File: src/rtl/tdm_link_pkg.sv
// Shared definitions for both ends of the 2-channel TDM serial link.
package tdm_link_pkg;
   localparam int   DEF_WIDTH = 8;
   localparam int   NUM_CH    = 2;
   localparam logic CH0       = 1'b0;
   localparam logic CH1       = 1'b1;

   typedef enum logic {
      LANE_EMPTY = 1'b0,
      LANE_FULL  = 1'b1
   } lane_state_t;
endpackage

File: src/rtl/tdm_demux2_deser_if.sv
// Serial link input plus per-channel valid/ready word outputs of the TDM receiver.
interface tdm_demux2_deser_if #(
   parameter int WIDTH = tdm_link_pkg::DEF_WIDTH
);
   logic             clr;
   logic             din;
   logic             din_sel;
   logic             din_valid;
   logic [WIDTH-1:0] ch0_data;
   logic             ch0_valid;
   logic             ch0_ready;
   logic [WIDTH-1:0] ch1_data;
   logic             ch1_valid;
   logic             ch1_ready;
   logic [1:0]       overflow;

   modport master (
      output clr, din, din_sel, din_valid, ch0_ready, ch1_ready,
      input  ch0_data, ch0_valid, ch1_data, ch1_valid, overflow
   );

   modport slave (
      input  clr, din, din_sel, din_valid, ch0_ready, ch1_ready,
      output ch0_data, ch0_valid, ch1_data, ch1_valid, overflow
   );
endinterface

File: src/rtl/tdm_demux2_deser_lane.sv
// One receive lane: shift register, bit counter, single-entry output register, sticky overflow.
// Word valid on the edge sampling its last bit; a word completing into a full, unaccepted register is dropped.
module tdm_deser_lane
   import tdm_link_pkg::*;
#(
   parameter  int WIDTH = DEF_WIDTH,
   localparam int CNT_W = $clog2(WIDTH)
) (
   input  logic             clk,
   input  logic             rst_n,
   input  logic             i_clr,
   input  logic             i_shift,
   input  logic             i_bit,
   input  logic             i_ready,
   output logic [WIDTH-1:0] o_data,
   output logic             o_valid,
   output logic             o_ovf
);
   logic [WIDTH-2:0] r_sh;
   logic [CNT_W-1:0] r_cnt;
   logic [WIDTH-1:0] r_data;
   logic             r_ovf;
   lane_state_t      r_state;

   lane_state_t      w_state_nxt;
   logic             w_done;
   logic             w_load;
   logic             w_ovf_set;
   logic [WIDTH-1:0] w_word;

   // clr discards a same-cycle bit, so it also suppresses completion
   assign w_done = i_shift && !i_clr && (r_cnt == CNT_W'(WIDTH - 1));
   assign w_word = {r_sh, i_bit};

   always_ff @(posedge clk or negedge rst_n) begin
      if (!rst_n) begin
         r_sh  <= '0;
         r_cnt <= '0;
      end else if (i_clr) begin
         r_sh  <= '0;
         r_cnt <= '0;
      end else if (i_shift) begin
         r_sh  <= w_word[WIDTH-2:0];
         r_cnt <= w_done ? '0 : r_cnt + CNT_W'(1);
      end
   end

   always_comb begin
      w_state_nxt = r_state;
      w_load      = 1'b0;
      w_ovf_set   = 1'b0;
      case (r_state)
         LANE_EMPTY: begin
            if (w_done) begin
               w_load      = 1'b1;
               w_state_nxt = LANE_FULL;
            end
         end
         LANE_FULL: begin
            if (w_done) begin
               w_load    = i_ready;
               w_ovf_set = !i_ready;
            end else if (i_ready) begin
               w_state_nxt = LANE_EMPTY;
            end
         end
         default: w_state_nxt = LANE_EMPTY;
      endcase
   end

   always_ff @(posedge clk or negedge rst_n) begin
      if (!rst_n) begin
         r_state <= LANE_EMPTY;
         r_data  <= '0;
         r_ovf   <= 1'b0;
      end else begin
         r_state <= w_state_nxt;
         if (w_load)    r_data <= w_word;
         if (w_ovf_set) r_ovf  <= 1'b1;
      end
   end

   assign o_data  = r_data;
   assign o_valid = (r_state == LANE_FULL);
   assign o_ovf   = r_ovf;
endmodule

File: src/rtl/tdm_demux2_deser.sv
// 2-channel TDM receiver: steers each valid serial bit to the lane named by din_sel.
// Words appear one edge after their last bit; per-lane valid/ready with drop-and-flag on overflow.
module tdm_demux2_deser
   import tdm_link_pkg::*;
#(
   parameter int WIDTH = DEF_WIDTH
) (
   input logic                clk,
   input logic                rst_n,
   tdm_demux2_deser_if.slave  bus
);
   logic [NUM_CH-1:0] w_shift;
   logic [NUM_CH-1:0] w_ovf;

   assign w_shift[0] = bus.din_valid && (bus.din_sel == CH0);
   assign w_shift[1] = bus.din_valid && (bus.din_sel == CH1);

   tdm_deser_lane #(.WIDTH(WIDTH)) u_lane0 (
      .clk     (clk),
      .rst_n   (rst_n),
      .i_clr   (bus.clr),
      .i_shift (w_shift[0]),
      .i_bit   (bus.din),
      .i_ready (bus.ch0_ready),
      .o_data  (bus.ch0_data),
      .o_valid (bus.ch0_valid),
      .o_ovf   (w_ovf[0])
   );

   tdm_deser_lane #(.WIDTH(WIDTH)) u_lane1 (
      .clk     (clk),
      .rst_n   (rst_n),
      .i_clr   (bus.clr),
      .i_shift (w_shift[1]),
      .i_bit   (bus.din),
      .i_ready (bus.ch1_ready),
      .o_data  (bus.ch1_data),
      .o_valid (bus.ch1_valid),
      .o_ovf   (w_ovf[1])
   );

   assign bus.overflow = w_ovf;
endmodule
File: src/flat_wrapper.sv
// flat-port wrapper written by rule: the top's interface ports become plain ports
module tdm_demux2_deser_flat import tdm_link_pkg::*;
#(
   parameter int WIDTH = DEF_WIDTH
)
  (clk, rst_n, bus_clr, bus_din, bus_din_sel, bus_din_valid, bus_ch0_ready, bus_ch1_ready, bus_ch0_data, bus_ch0_valid, bus_ch1_data, bus_ch1_valid, bus_overflow);
  tdm_demux2_deser_if #(.WIDTH(WIDTH)) bus_i ();
  input logic clk;
  input logic rst_n;
  input wire logic [$bits(bus_i.clr)-1:0] bus_clr;
  input wire logic [$bits(bus_i.din)-1:0] bus_din;
  input wire logic [$bits(bus_i.din_sel)-1:0] bus_din_sel;
  input wire logic [$bits(bus_i.din_valid)-1:0] bus_din_valid;
  input wire logic [$bits(bus_i.ch0_ready)-1:0] bus_ch0_ready;
  input wire logic [$bits(bus_i.ch1_ready)-1:0] bus_ch1_ready;
  output wire logic [$bits(bus_i.ch0_data)-1:0] bus_ch0_data;
  output wire logic [$bits(bus_i.ch0_valid)-1:0] bus_ch0_valid;
  output wire logic [$bits(bus_i.ch1_data)-1:0] bus_ch1_data;
  output wire logic [$bits(bus_i.ch1_valid)-1:0] bus_ch1_valid;
  output wire logic [$bits(bus_i.overflow)-1:0] bus_overflow;
  assign bus_i.clr = bus_clr;
  assign bus_i.din = bus_din;
  assign bus_i.din_sel = bus_din_sel;
  assign bus_i.din_valid = bus_din_valid;
  assign bus_i.ch0_ready = bus_ch0_ready;
  assign bus_i.ch1_ready = bus_ch1_ready;
  assign bus_ch0_data = bus_i.ch0_data;
  assign bus_ch0_valid = bus_i.ch0_valid;
  assign bus_ch1_data = bus_i.ch1_data;
  assign bus_ch1_valid = bus_i.ch1_valid;
  assign bus_overflow = bus_i.overflow;
  tdm_demux2_deser #(.WIDTH(WIDTH)) u_core (.clk(clk), .rst_n(rst_n), .bus(bus_i));
endmodule
File: config.mk
export PLATFORM = sky130hd
export DESIGN_NAME = tdm_demux2_deser_flat
export DESIGN_NICKNAME = d
export VERILOG_FILES = /design/src/rtl/tdm_link_pkg.sv /design/src/rtl/tdm_demux2_deser_if.sv /design/src/rtl/tdm_demux2_deser_lane.sv /design/src/rtl/tdm_demux2_deser.sv /design/src/flat_wrapper.sv
export SDC_FILE = /design/constraint.sdc
export NUM_CORES = 1
export LEC_CHECK = 0
export ABC_AREA = 1
export CELL_PAD_IN_SITES_DETAIL_PLACEMENT = 0
export CELL_PAD_IN_SITES_GLOBAL_PLACEMENT = 1
export CORE_ASPECT_RATIO = 1.5
export CORE_UTILIZATION = 39
export DETAILED_ROUTE_END_ITERATION = 12
export PLACE_DENSITY = 0.86
export RECOVER_POWER = 100
export REMOVE_ABC_BUFFERS = 1
export SLEW_MARGIN = 10
export SYNTH_ARGS = -nofsm -noshare
export SYNTH_HDL_FRONTEND = slang
export SYNTH_SLANG_ARGS = --single-unit
File: constraint.sdc
create_clock -name clk -period 1.6 [get_ports clk]
set_input_delay 0.48 -clock clk [delete_from_list [all_inputs] [get_ports clk]]
set_output_delay 0.48 -clock clk [all_outputs]
set_load 0.01 [all_outputs]
; Word-level counts from Yosys, hierarchy flattened
; Index checks and enable logic that the tools add are counted.
; W data, S select, Z words.
[classes]
add_sub_neg = 2
multipliers = 0
div = 0
n_lt_le_gt_ge = 0
eq_ne = 2
shifts = 0
muxes = 26
bitwise_logic = 3
n_reduce_logical = 11
[ops]
columns = op, count
row1 = $mux W7, 4
row2 = $mux W3, 6
row3 = $mux W1, 12
row4 = $pmux W1 S2, 4
row5 = $add A3 B1 Y3 const B, 2
row6 = $eq A3 B3 Y1 const B, 2
row7 = $logic_and A1 B1 Y1, 6
row8 = $reduce_bool A2 Y1, 2
row9 = $logic_not A1 Y1, 3
row10 = $not A1 Y1, 3
[totals]
reg_bits = 40
latch_bits = 0
ramBits = 0
rom_bits = 0
inputBits = 8
out_inout_bits = 20
wordCells = 54
n_memories = 0

; Depth between registers and ports, before layout
[logic_depth]
depth_word = 7
ltp_mapped = 6
ltp_nobuf = 6

; Modules after synthesis
; From an unflattened synthesis, not the netlist that was laid out.
[unflattened]
hier_cells = 174
hier_area_um2 = 1681.6
[by_module_without_submodules]
columns = mod, n_inst, cells_per_inst, area_per_inst_um2, seq_area_each_um2
row1 = tdm_deser_lane, 2, 85, 832.0, 500.5
row2 = tdm_demux2_deser, 1, 4, 17.5, 0.0

; Worst setup path after synthesis
; OpenSTA, ideal clock, no wires.
[synth_timing]
kind = reg2reg
from = register u_core.u_lane0.r_cnt[0]
to = register u_core.u_lane0.r_cnt[2]
t_arrival_ns = 1.165
t_required_ns = 1.517
slack_ns = 0.352
stages_incl_launch_ff = 7
n_path_buf = 1
period_less_slack_ns = 1.248
cell_sequence = dfrtp_1 > ha_1 > ha_1 > clkbuf_1 > inv_1 > nand2_1 > o21ai_0
[synth_via]
elab_chain_cells = 5
word_cells_on_any_way = 6
classes_between = 1 x add/sub / 1 x eq/ne / 3 x mux / 1 x reduce/logical
[synth_rtl]
columns = element, line_no
row1 = "start, declared", tdm_demux2_deser_lane.sv:20  ; logic [CNT_W-1:0] r_cnt;
row2 = "start signal, assigned", tdm_demux2_deser_lane.sv:44  ; r_cnt <= w_done ? '0 : r_cnt + CNT_W'(1);
row3 = branches (longest 2 deep; another with $add A3 B1 Y3), n/a
row4 = $mux W3 (*), tdm_demux2_deser_lane.sv:44
row5 = $mux W3 (*), tdm_demux2_deser_lane.sv:42  ; end else if (i_shift) begin
row6 = $mux W3 (*), tdm_demux2_deser_lane.sv:39  ; end else if (i_clr) begin
; Every way passes the cells marked *. The select of a mux whose other input is x is not followed.
; A chain may end at the register's enable or synchronous reset.

; Final worst setup path
[layout_timing]
from = register u_core.u_lane0.r_data[5], in the netlist u_core.u_lane0.o_data[5]
to = output bus_ch0_data[5]
[layout_rtl]
columns = element, line_no
row1 = "start, declared", tdm_demux2_deser_lane.sv:21  ; logic [WIDTH-1:0] r_data;
row2 = "start signal, assigned", tdm_demux2_deser_lane.sv:78  ; if (w_load) r_data <= w_word;
row3 = "end, declared", flat_wrapper.sv:16  ; output wire logic [$bits(bus_i.ch0_data)-1:0] bus_ch0_data;
; No word-level cell between the ends.

==> flow_summary.yaml <==
yosys:
  netlist_area_um2: 1670
  synthTopCellsByArea: "dfrtp_1 60%, nand2_1 11%, nand3_1 4.8%, inv_1 4.7%, o22ai_1 4.5%"
  syn_avg_cell_area_um2: 9.63
  yosysTopAreaCell: "dfrtp_1"
  synth_top_area_share_pct: 60.1
  syn_inst: 173
  ys_types: 17
  synth_seq_area_share_pct: 60.1
  ys_warn_count: 0
  ys_seq_elements: 40
worst_setup_path:
  crit_family: "flip-flops"
  max_stage_delay_ns: 0.40
  critPathRequiredTime_ns: 1.12
  critical_path.cell_chain: "dlygate4sd2_1"
  critPathKind: "register to output pin"
  cpMaxStageDelayCell: "dfrtp_1"
  crit_fanout: 2
  cp_num_buf_inv: 1
  start_kind: "register"
  crit_path_end_kind: "output pin"
  arrival_ns: 0.98
clocking:
  cts_tree: "yes"
  cts_hold_buf: 0
  clk_pin_slew_ns: 0.08
  cts_made_buffers: 5
  clock_sinks: 40
  post_cts_buffers: 0
  root_buffer: "clkbuf_8"
  clk_latency_ns: 0.30
  cts.htree.levels: 2
  cts_max_path_buffers: 2
power:
  seq_power_share_pct: 52.6
  p_total_mw: 1.95
  leakagePower_nw: 1.15
  p_int_mw: 1.52
  switching_share_pct: 21.8
  comb_power_share_pct: 5.5
  switching_power_mw: 0.425
  clockPowerShare_pct: 41.9
  power_density_nw_per_um2: 917
  ir_worst_vdd_mv: 0.593
flow_run:
  maxCapViolations: 0
routing:
  first_pass_iters: 4
  post_drt_wl_per_cell_um: 12.3
  first_iter_violations: 24
  drc: 0
  wl_um: 3190
  vias_per_cell: 4.86
  ant_nets: 0
  vias: 1258
grt:
  grt_pass1_wl_um: 5320
  grt_max_degree: 25
  antenna_found_initial: 0
  grt_pass1_vias: 1176
  grt_usage_pct: 15.7
  gr-total-overflow: 0
sta:
  setup_violations: 0
  fmax_mhz: 684
  finalHoldViolations: 0
  fin_ws_ns: 0.137
  drv_slew: 0
  hold_ws_ns: 0.314
  tns_ns: 0
  rsz0062_at_grt: "no"
  max_slew_margin_pct: 34.7
  finalClockSkew_ns: 0.00524
  final.period_utilization_pct: 91.4
  min_period_ns: 1.46
  worst_pin_slew_ns: 0.979
finish:
  utilization_pct: 52.8
  drive_gt1_share_pct: 10.7
  nNetsFinal: 225
  diodes: 0
  areaGrowthSynthToFinish_pct: 27.6
place:
  gp_congestion: 0.752
  detailed_place_hpwl_um: 2390
  io_buffers: 27
  place_ws_ns: -0.139
run_status:
  status: "complete, no violations"
floorplanning:
  core_um2: 4030
  die-area_um2: 4540
  start_util_pct: 41.4
  die_h_um: 82.1
  io_pins: 28
  rows: 28
  die_w_um: 55.4
hold_path:
  hold_class: "input port to asynchronous set/reset pin"
==> stage by stage <==
step | instances | cell area [um^2]
after floorplan | 166 | 1630
after global placement | 251 | 2060
after detailed placement | 251 | 2060
after CTS | 259 | 2140
after global routing | 259 | 2130
final | 259 | 2130
==> power groups by stage <==
stage | combinational [mW] | sequential, mW | clock (mW)
6_report | 0.107 | 1.03 | 0.817
5_1_grt | 0.121 | 1.03 | 0.894
3_3_place_gp | 0.111 | 1.05 | 0
2_1_floorplan | 0.0385 | 1.04 | 0
4_1_cts | 0.113 | 1.03 | 0.847
3_5_place_dp | 0.113 | 1.05 | 0
==> worst register-to-register path, delay by kind of cell, from the launching register on <==
| family | cells | cell delay, ns |
|---|---|---|
| fa+ha+maj | 2 | 0.51 |
| buf+inv | 1 | 0.18 |
| flops | 1 | 0.36 |
| simple gates | 3 | 0.25 |
==> logic make-up (layout without fill, tap and decap cells) <==
family,count (synthesis),in the layout,synth area share (%)
adder cells (fa/ha/maj),4,4,3.00
AO/OA/AOI/OAI,21,21,7.51
flip-flops,40,40,60.1
AND/OR/NAND/NOR,80,80,22.2
buffers and inverters,28,69,7.21
==> cell type report <==
class / instances / area, um^2
clock buffers: 5 / 68.8
flip-flops and latches: 40 / 1000
multi-input cells: 105 / 536
well taps: 45 / 56.3
clock inverters: 3 / 42.5
inverters: 21 / 78.8
fillers: 388 / 1900
repair buffers: 40 / 343
==> timing repair <==
item / in CTS / in global routing
gates resized for setup: 20 / 0
setup endpoints to repair: 20 / 0
hold endpoints to repair: 0 / 0
==> layout by cell type (no fill, tap or decap), drive strengths merged, types with 2 or more instances in the layout <==
master and n:
buf 10, clkbuf 9, clkdlybuf4s50 6, dfrtp 40, dlygate4sd2 20, ha 4, inv 21, nand2 49
nand3 18, nand4 9, nor2 4, o21ai 7, o21bai 2, o22ai 12
==> metal layers <==
metal,GRT usage (%),vias up,routed length [um],part of all wire [%]
met1,15.6,587,1340,42
met4,8.25,0,68,2.1
met2,28.9,19,1680,53
li1,-,646,-,-
met5,0,-,0,0
met3,5.20,6,102,3.2
==> cell usage after synthesis (all sizes together) <==
| cell | count |
|---|---|
| nand2 | 49 |
| dfrtp | 40 |
| inv | 21 |
| nand3 | 18 |
| o22ai | 12 |
| nand4 | 9 |
| o21ai | 7 |
| buf | 4 |
| ha | 4 |
| nor2 | 4 |
| clkbuf | 3 |
| o21bai | 2 |
==> path summary, 6_finish.rpt <==
check,start,to,slack (ns),cells after the start
setup / recovery,u_core.u_lane0.o_data[5],bus_ch0_data[5],0.14,1
hold / removal,rst_n,u_core.u_lane1.o_ovf,0.31,1
setup reg to reg,u_core.u_lane0.r_cnt[1],u_core.u_lane0.o_data[4],0.20,6
hold reg to reg,u_core.u_lane0.o_ovf,u_core.u_lane0.o_ovf,0.47,1
max in group asynchronous,rst_n,u_core.u_lane0.r_cnt[0],0.63,2
min in group clk,u_core.u_lane0.o_ovf,u_core.u_lane0.o_ovf,0.47,1
==> registers in the layout (all words and copies together), names as in the netlist <==
name,cells
u_core.u_lane0.o_ovf,1
u_core.u_lane1.o_ovf,1
u_core.u_lane1.r_sh,7
u_core.u_lane0.o_valid,1
u_core.u_lane1.r_cnt,3
u_core.u_lane0.o_data,8
u_core.u_lane1.o_data,8
u_core.u_lane1.o_valid,1
u_core.u_lane0.r_cnt,3
u_core.u_lane0.r_sh,7
Note: power is estimated with default switching activity, not from simulation.
==> edit, RTL diff (config.mk and constraints unchanged) <==
Make the reset (`rst_n`) synchronous in 2 clocked blocks.
--- a/src/rtl/tdm_demux2_deser_lane.sv
+++ b/src/rtl/tdm_demux2_deser_lane.sv
@@ -32,7 +32,7 @@
    assign w_done = i_shift && !i_clr && (r_cnt == CNT_W'(WIDTH - 1));
    assign w_word = {r_sh, i_bit};
 
-   always_ff @(posedge clk or negedge rst_n) begin
+   always_ff @(posedge clk) begin
       if (!rst_n) begin
          r_sh  <= '0;
          r_cnt <= '0;
@@ -68,7 +68,7 @@
       endcase
    end
 
-   always_ff @(posedge clk or negedge rst_n) begin
+   always_ff @(posedge clk) begin
       if (!rst_n) begin
          r_state <= LANE_EMPTY;
          r_data  <= '0;
Check against the original RTL: differs if rst_n is asserted again (counterexample within 10 cycles, from zero or initial values and one cycle with rst_n low); with rst_n held inactive, the same outputs for 10 cycles.
==> edit against the original RTL <==
  * The flow now finishes with violations (design-rule violations)
  * Critical path depth up 5
  * Design area rose by 3.5%
  * Routed wire length fell by 2.7%
  * Setup slack lost 0.00078 ns
  * Power down 7.0%
  * Sequential cell count unchanged
  * Non-clock buffer count rose by 1
  * Area after synthesis grew 6.6%
  * Critical endpoint is now u_core.u_lane0.r_sh[3]
  * Largest power group unchanged
==> edit: results (changes against the original RTL) <==
metric	value	unit	change
Async SR Flop Fraction	0	%	-100 points
Commonest cells post-synth	inv_1, dfxtp_1, nand2_1		
CP Data Arrival Time	1.64	ns	+0.66 ns
Slowest-stage cell, CP	clkdlybuf4s50_1		
Placed Area	2150	um2	+4.4%
# DRC	2		+2
clk slew on worst S/H paths	0.08	ns	about the same
Unique masters post-synth	25		+8
share of layout cells above drive strength 1	14.1	%	+3.4 points
sequential share of the synthesized area	45.1	%	-15 points
Ys Warns	0		unchanged
GRT met2 Usage	22.9	%	-6.0 points
M1 GR Usage	19.2	%	+3.6 points
WL/cell	9.44	um	-23%
drt pass-1 iters	8		+4
failing checks	design-rule violations		
Cells after DPL	321		+28%
Final Wtd Congestion	0.753		+0.12%
max incr delay on CP	0.47	ns	+0.07 ns
vias in the first global route	1301		+11%
status	finished, violations left		
initial DRC count	34		+42%
Leak Pwr	0.00106	uW	-8.5%
clk_skew	0.00724	ns	+0.00200 ns
nets@finish	294		+31%
cell family with most CP delay	buffers and inverters		
global-route wire length before repair	5550	um	+4.4%
largest net degree at the start of global routing	20		-20%
Psw	411	uW	-3.3%
vias	1470		+17%
Tightest Hold Check Type	flip-flop to flip-flop		
detailed placement HPWL	2270	um	-5.0%
Via density	4.47		-8.0%
maximum vdd ir drop	0.000520	V	-12%
main area contributors after synthesis	dfxtp_1, inv_1, nand2_1		
post-synthesis average cell area	7.34	um2	-24%
GR met3 Demand/Resource	2.77	%	-2.4 points
Total GRT Usage	14.4	%	-1.3 points
Worst Tran Pin Value	0.252	ns	-0.727 ns
# Post-CTS Setup Buffers	0		unchanged
Max Slew Vio Count	0		unchanged
antenna violations before repair	0		unchanged
crit path max fanout	14		+12
[edit: logic make-up after synthesis]
family                   count (synthesis)  synth area share (%)
AND/OR/NAND/NOR                         95                  25.2
AO/OA/AOI/OAI                           36                  10.7
flip-flops                              40                  45.1
adder cells (fa/ha/maj)                  4                  2.82
buffers and inverters                   67                  16.2
[edit: path summary, 6_finish.rpt]
path | from | to | slack (ns) | cells after the start
setup / recovery | bus_din_valid | u_core.u_lane0.r_sh[3] | 0.14 | 6
hold / removal | u_core.u_lane0.o_ovf | u_core.u_lane0.o_ovf | 0.45 | 2
setup reg to reg | u_core.u_lane1.r_cnt[0] | u_core.u_lane1.o_data[2] | 0.21 | 8
hold reg to reg | u_core.u_lane0.o_ovf | u_core.u_lane0.o_ovf | 0.45 | 2
[edit: area by class of cell]
cell class | count | area [um2]
clock buffer | 6 | 82.6
clock inverter | 2 | 10.0
fill | 468 | 2080
inverter | 59 | 226
multi-input combinational | 135 | 686
sequential | 40 | 801
tap | 46 | 57.6
timing repair buffer | 41 | 337
[edit: power groups by stage]
stage	Combinational, uW	Clock, uW	Sequential (uW)
after CTS	124	700	1020
final	118	679	1020
after global placement	122	0	1040
after detailed placement	123	0	1040
after global routing	133	745	1020
after floorplan	67.4	0	1040
[edit: tightest hold or removal path, delay by kind of cell, from the launching register on]
kind	cells	cell delay, ns
flip-flops	1	0.31
AO/OA/AOI/OAI	1	0.06
buffers and inverters	1	0.05
[edit: what timing repair did]
action / CTS / global route
hold buffers: 0 / 0
setup endpoints to repair: 20 / 0
gates resized for setup: 21 / 0
endpoints found under the hold margin: 0 / 0
[edit: metrics by stage]
stage	worst slack (ns)	setup TNS, ns	power [uW]
final	0.136	0	1810
after global routing	0.0285	0	1900
after CTS	0.143	0	1840
after detailed placement	-0.155	-3.74	1160
after global placement	-0.136	-3.14	1160
after floorplan	0.191	0	1110
[edit: per-layer routing]
metal / vias up / share of wire [%]
met3: 4 / 2.5
met1: 631 / 51
met2: 26 / 45
met5: - / 0
li1: 809 / -
met4: 0 / 1.4
